[config.mk]
export PLATFORM = sky130hd
export DESIGN_NAME = sdram_arb2
export DESIGN_NICKNAME = d
export VERILOG_FILES = /design/src/rtl/sdram_arb2.sv
export SDC_FILE = /design/constraint.sdc
export NUM_CORES = 1
export LEC_CHECK = 0
export BUFFER_PORTS_ARGS = -buffer_cell sky130_fd_sc_hd__buf_2
export CORE_AREA = 2 2 114 116
export CTS_CLUSTER_DIAMETER = 50
export DETAILED_ROUTE_END_ITERATION = 7
export DIE_AREA = 0 0 116 118
export PLACE_DENSITY = 0.75
export SYNTH_ARGS = -nofsm -noshare
export SYNTH_HDL_FRONTEND = slang
export SYNTH_SLANG_ARGS = --single-unit
[constraint.sdc]
create_clock -name clk -period 2 [get_ports clk]
set_clock_uncertainty 0.1 [all_clocks]
set_input_delay 0.4 -clock clk [delete_from_list [all_inputs] [get_ports clk]]
set_output_delay 0.4 -clock clk [all_outputs]
set_load 0.005 [all_outputs]
[src/rtl/sdram_arb2.sv]
// Two-port valid/ready arbiter in front of a single SDRAM controller request port.
// Optional round-robin tie-break enabled by defining SDRAM_ARB_RR_EN (default: fixed priority, port 0 wins).
module sdram_arb2 #(
    parameter int ADDR_W = 25,
    parameter int DATA_W = 32
) (
    input  logic                  clk,
    input  logic                  reset,
    input  logic                  p0_valid,
    input  logic [ADDR_W-1:0]     p0_addr,
    input  logic [DATA_W-1:0]     p0_din,
    input  logic [DATA_W/8-1:0]   p0_wmask,
    output logic [DATA_W-1:0]     p0_dout,
    output logic                  p0_ready,
    input  logic                  p1_valid,
    input  logic [ADDR_W-1:0]     p1_addr,
    input  logic [DATA_W-1:0]     p1_din,
    input  logic [DATA_W/8-1:0]   p1_wmask,
    output logic [DATA_W-1:0]     p1_dout,
    output logic                  p1_ready,
    output logic                  m_valid,
    output logic [ADDR_W-1:0]     m_addr,
    output logic [DATA_W-1:0]     m_din,
    output logic [DATA_W/8-1:0]   m_wmask,
    input  logic [DATA_W-1:0]     m_dout,
    input  logic                  m_ready,
    output logic [1:0]            grant,
    output logic                  busy
);

    typedef enum logic [1:0] {
        IDLE = 2'd0,
        BUSY = 2'd1,
        RESP = 2'd2
    } state_t;

    state_t                state_q, state_d;
    logic                  m_valid_q, m_valid_d;
    logic [ADDR_W-1:0]     m_addr_q, m_addr_d;
    logic [DATA_W-1:0]     m_din_q, m_din_d;
    logic [DATA_W/8-1:0]   m_wmask_q, m_wmask_d;
    logic [1:0]            grant_q, grant_d;
    logic                  busy_q, busy_d;
    logic [DATA_W-1:0]     p0_dout_q, p0_dout_d;
    logic [DATA_W-1:0]     p1_dout_q, p1_dout_d;
    logic                  p0_ready_q, p0_ready_d;
    logic                  p1_ready_q, p1_ready_d;
    logic                  pick_p1;
`ifdef SDRAM_ARB_RR_EN
    // 1 = port 1 was served last, so port 0 wins the next tie
    logic                  last_q, last_d;
`endif

    always_comb begin
        state_d    = state_q;
        m_valid_d  = m_valid_q;
        m_addr_d   = m_addr_q;
        m_din_d    = m_din_q;
        m_wmask_d  = m_wmask_q;
        grant_d    = grant_q;
        busy_d     = busy_q;
        p0_dout_d  = p0_dout_q;
        p1_dout_d  = p1_dout_q;
        p0_ready_d = p0_ready_q;
        p1_ready_d = p1_ready_q;
`ifdef SDRAM_ARB_RR_EN
        last_d     = last_q;
        pick_p1    = p1_valid && (!p0_valid || !last_q);
`else
        pick_p1    = p1_valid && !p0_valid;
`endif

        case (state_q)
            IDLE: begin
                if (p0_valid || p1_valid) begin
                    m_valid_d = 1'b1;
                    busy_d    = 1'b1;
                    grant_d   = pick_p1 ? 2'b10 : 2'b01;
                    m_addr_d  = pick_p1 ? p1_addr  : p0_addr;
                    m_din_d   = pick_p1 ? p1_din   : p0_din;
                    m_wmask_d = pick_p1 ? p1_wmask : p0_wmask;
                    state_d   = BUSY;
                end
            end
            BUSY: begin
                if (m_ready) begin
                    m_valid_d = 1'b0;
                    state_d   = RESP;
                    if (grant_q[1]) begin
                        p1_dout_d  = m_dout;
                        p1_ready_d = 1'b1;
                    end else begin
                        p0_dout_d  = m_dout;
                        p0_ready_d = 1'b1;
                    end
                end
            end
            RESP: begin
                p0_ready_d = 1'b0;
                p1_ready_d = 1'b0;
                grant_d    = 2'b00;
                busy_d     = 1'b0;
                m_addr_d   = '0;
                m_din_d    = '0;
                m_wmask_d  = '0;
`ifdef SDRAM_ARB_RR_EN
                last_d     = grant_q[1];
`endif
                state_d    = IDLE;
            end
            default: state_d = IDLE;
        endcase
    end

    always_ff @(posedge clk) begin
        if (reset) begin
            state_q    <= IDLE;
            m_valid_q  <= 1'b0;
            m_addr_q   <= '0;
            m_din_q    <= '0;
            m_wmask_q  <= '0;
            grant_q    <= 2'b00;
            busy_q     <= 1'b0;
            p0_dout_q  <= '0;
            p1_dout_q  <= '0;
            p0_ready_q <= 1'b0;
            p1_ready_q <= 1'b0;
`ifdef SDRAM_ARB_RR_EN
            last_q     <= 1'b1;
`endif
        end else begin
            state_q    <= state_d;
            m_valid_q  <= m_valid_d;
            m_addr_q   <= m_addr_d;
            m_din_q    <= m_din_d;
            m_wmask_q  <= m_wmask_d;
            grant_q    <= grant_d;
            busy_q     <= busy_d;
            p0_dout_q  <= p0_dout_d;
            p1_dout_q  <= p1_dout_d;
            p0_ready_q <= p0_ready_d;
            p1_ready_q <= p1_ready_d;
`ifdef SDRAM_ARB_RR_EN
            last_q     <= last_d;
`endif
        end
    end

    assign m_valid  = m_valid_q;
    assign m_addr   = m_addr_q;
    assign m_din    = m_din_q;
    assign m_wmask  = m_wmask_q;
    assign grant    = grant_q;
    assign busy     = busy_q;
    assign p0_dout  = p0_dout_q;
    assign p1_dout  = p1_dout_q;
    assign p0_ready = p0_ready_q;
    assign p1_ready = p1_ready_q;

endmodule
* Word level (Yosys, flattened, before mapping)
Cells that the tools add are included.
** Operators by class
- Eq/ne operators :: 6
- Reduce and logical (&&, ||, !) cells :: 14
- Bitwise logic cells :: 1
- Muxes and demuxes :: 25
** Operators by type and width (number)
- $mux W32 :: 2
- $pmux W32 S2 :: 1
- $mux W25 :: 2
- $pmux W25 S2 :: 1
- $reduce_and A3 Y1 :: 5
- $mux W2 :: 4
- $mux W4 :: 2
- $ne A2 B2 Y1 const B :: 4
- $pmux W1 S2 :: 4
- $pmux W2 S2 :: 2
- $pmux W4 S2 :: 1
- $mux W1 :: 6
- $reduce_bool A2 Y1 :: 3
- $reduce_and A2 Y1 :: 2
- $eq A2 B1 Y1 const B :: 1
- $eq A2 B2 Y1 const B :: 1
- $logic_not A2 Y1 :: 1
- $logic_and A1 B1 Y1 :: 1
- $logic_not A1 Y1 :: 1
- $logic_or A1 B1 Y1 :: 1
- $not A1 Y1 :: 1
** Storage, ports and cells
- Output and inout bits :: 131
- Register bits :: 133
- Word-level logic and storage cells :: 57
- Input port bits :: 159

* Logic depth before layout (Yosys ltp)
- Depth in word-level cells :: 5
- Depth in mapped cells :: 6
- Mapped depth without buffers :: 3

* Least setup slack after synthesis
OpenSTA, ideal clock, no wires.
- Kind :: register to register
- Start :: reg state_q[1]
- End :: reg m_addr_q[0], in the netlist m_addr[0]
- Data required time :: 1830 ps
- Path buffers :: 2
- Library setup time :: 70 ps
- Path slack :: 506 ps
- Cell stages (with the launch flop) :: 6
- Arrival :: 1324 ps
- Clock period less this slack :: 1494 ps
- Cell sequence :: dfxtp_1 buf_6 or3_4 a21oi_4 buf_6 o2bb2ai_1
** On the way
- Longest elaborated chain between the ends :: 3
- Elaborated cells between the ends (all ways) :: 6
- Classes of those cells :: 2 x eq/ne; 1 x mux; 3 x reduce/logical
** RTL lines
- from (decl) :: line 37 : state_t state_q, state_d;
- from (signal assigned) :: line 132 : state_q <= state_d;
- $eq A2 B2 Y1 / $logic_not A2 Y1 (equally long branches) :: line 73 : case (state_q)
- $reduce_bool A2 Y1 (no line) / $ne A2 B2 Y1 (equally long branches)
- $reduce_and A2 Y1 (no line)
- to (signal assigned) :: line 134 : m_addr_q <= m_addr_d;
- to (decl) :: line 39 : logic [ADDR_W-1:0] m_addr_q, m_addr_d;
Parallel ways exist; a longest one is shown, timed or not.
A chain may end at the register's enable or synchronous reset.

* Worst setup path in the final report
- Start :: reg state_q[1]
- End :: reg m_addr_q[14], in the netlist m_addr[14]
The elaborated chain is that of the path after synthesis.

==> run metrics <==
Clock Sinks 133; met2 usage 0.366; non-filler cells, final 991; VDD IR-drop max 0.548 mV; max-slew violations 0; setup tns final 0 ns; M3 GR Usage 0.0917; clock root buffer master clkbuf_16; H-tree depth 4; CTS tree built; global-route wire length before repair 23.1 mm; Post-Syn Nets 686; area added between synthesis and finish 44.2%; CTS resizes 0; synth unique cells 27; setup ws final 0.319 ns; # Post-CTS Setup Buffers 0; largest net degree at the start of global routing 73; Pwr Density 935 nW/um2; number of routed nets with antenna violations 0; Hold Buf Count CTS 0; Die Wd 116 um; Core Area 12400 um2; Tcrit/Tclk final 0.840; global routing's busiest layer met2; number of fill cells in the layout 1144; Placement Setup Slack 0.260 ns; gpl congestion 0.820; Via density 4.95; final setup fails 0; vias in the first global route 4657; Post-synth EDFFs 0; GR Overflow Total 0; Iteration-0 DRC Markers 223; critical path class reg2reg; GRT Util Overall 0.215; Worst-path clk slew 0.06 ns; DR vias 4904; Die ar. 13700 um2; most frequent cells in the layout buf_2 (289), dfxtp_1 (133), nand2_1 (130); Die Y 118 um; Avg Inst Size Synth 9.61 um2; unrepaired setup endpoints after global routing no; DRC viols 0; initial antenna violation count 4; Longest Clk Path Bufs 2; share of cells above drive strength 1 0.413; fmax 595 MHz; critical path peak fanout 60; Lkg Pwr 3.59 nW; min Tclk post-route 1.68 ns; CP Capture Type flip-flop; DRT Wirelength 15.1 mm; met1 usage 0.237; Cell Area, Synth 5070 um2; final hold violations 0; hold crit path type in2reg; Worst slew margin 0.734; maxcap violations 0; post-synthesis instance total 527; 1st-pass router iterations 4; clock buffer count from CTS 17; clk_lat worst skew 0.40 ns; Yosys reg bits 133; critical path data required time 2.23 ns; Synth Flop Type dfxtp_1; Async S/R FF share, synth 0; DR WL/cell 15.2 um; top-level I/O count 290; register area share after synthesis 0.526; startpoint types flip-flop; placed insts 956; initial core utilization 0.408; num rows 41; HPWL after DPL 11.0 mm; nets 962; fin util 0.588; synth warn 0; crit path DAT 1.91 ns; most common cell after layout, fill and taps aside buf_2; I/O Buffers 289; outcome complete, no violations; Slew @ Worst Pin 0.398 ns
==> power breakdown <==
part	internal, mW	total [mW]	switching (mW)
Clock	1.99	3.13	1.14
Combinational	0.399	0.796	0.396
Sequential	2.81	2.90	0.0894
Total	5.20	6.83	1.63
==> through the flow <==
step                      hold WS (ns)  cell area (um2)  power, mW
final                            0.136             7300       6.83
after global routing             0.128             7300       7.10
after CTS                        0.116             7300       6.90
after detailed placement         0.341             6700       3.76
after global placement           0.338             6700       3.74
after floorplan                  0.353             5070       3.33
==> layout make-up <==
cell class / instances / area, um2 / share of cell area
clock inverter: 12 / 154 / 0.0211
clock buffer: 20 / 447 / 0.0612
inverter: 4 / 15.0 / 0.00206
sequential: 133 / 2660 / 0.365
timing repair buffer: 301 / 1620 / 0.222
tap: 172 / 215 / 0.0295
antenna: 3 / 7.51 / 0.00103
multi-input combinational: 346 / 2180 / 0.298
==> layer usage <==
| layer | share of wire | vias to the layer above |
|---|---|---|
| met5 | 0.00046 | - |
| met4 | 0.019 | 2 |
| met3 | 0.11 | 21 |
| met2 | 0.48 | 207 |
| met1 | 0.40 | 2271 |
| li1 | - | 2403 |
==> flip-flops by register name, summed over array words and instances, names as in the netlist <==
register	cells
p1_ready	1
busy	1
p0_dout	32
m_wmask	4
state_q	2
m_din	32
grant	2
m_valid	1
p1_dout	32
p0_ready	1
m_addr	25
==> cells in the mapped netlist (2+ instances only) <==
cell / number / area share
inv_1: 4 / 0.0030
nor2_1: 5 / 0.0037
nand2b_1: 2 / 0.0025
buf_6: 7 / 0.016
a211oi_1: 2 / 0.0030
nor2b_1: 2 / 0.0025
nor3_1: 2 / 0.0020
clkbuf_1: 17 / 0.013
a21oi_1: 70 / 0.069
buf_2: 14 / 0.014
o2bb2ai_1: 60 / 0.10
buf_1: 6 / 0.0044
mux2i_1: 60 / 0.12
dfxtp_1: 133 / 0.53
nand2_1: 131 / 0.097
==> cells by family after synthesis <==
group | count (synthesis) | share of synthesized area
compound gates | 139 | 0.189
buf+inv | 48 | 0.0494
flops | 133 | 0.526
mux | 60 | 0.119
simple gates | 147 | 0.118
==> worst paths after layout <==
kind / from / endpoint / slack [ns] / cells after the start
worst max register to register: state_q[1] / m_addr[14] / 0.32 / 4
worst min register to register: p0_dout[3] / p0_dout[3] / 0.35 / 2
worst max-delay path: state_q[1] / m_addr[14] / 0.32 / 4
worst min-delay path: m_dout[18] / p1_dout[18] / 0.14 / 3
==> worst max-delay path, cell delays in order (launching register included) <==
cell       delay [ns]
dfxtp_1          0.42
or3_4            0.44
a21oi_4          0.17
buf_12           0.26
o2bb2ai_1        0.16
(Power assumes the default switching activity.)
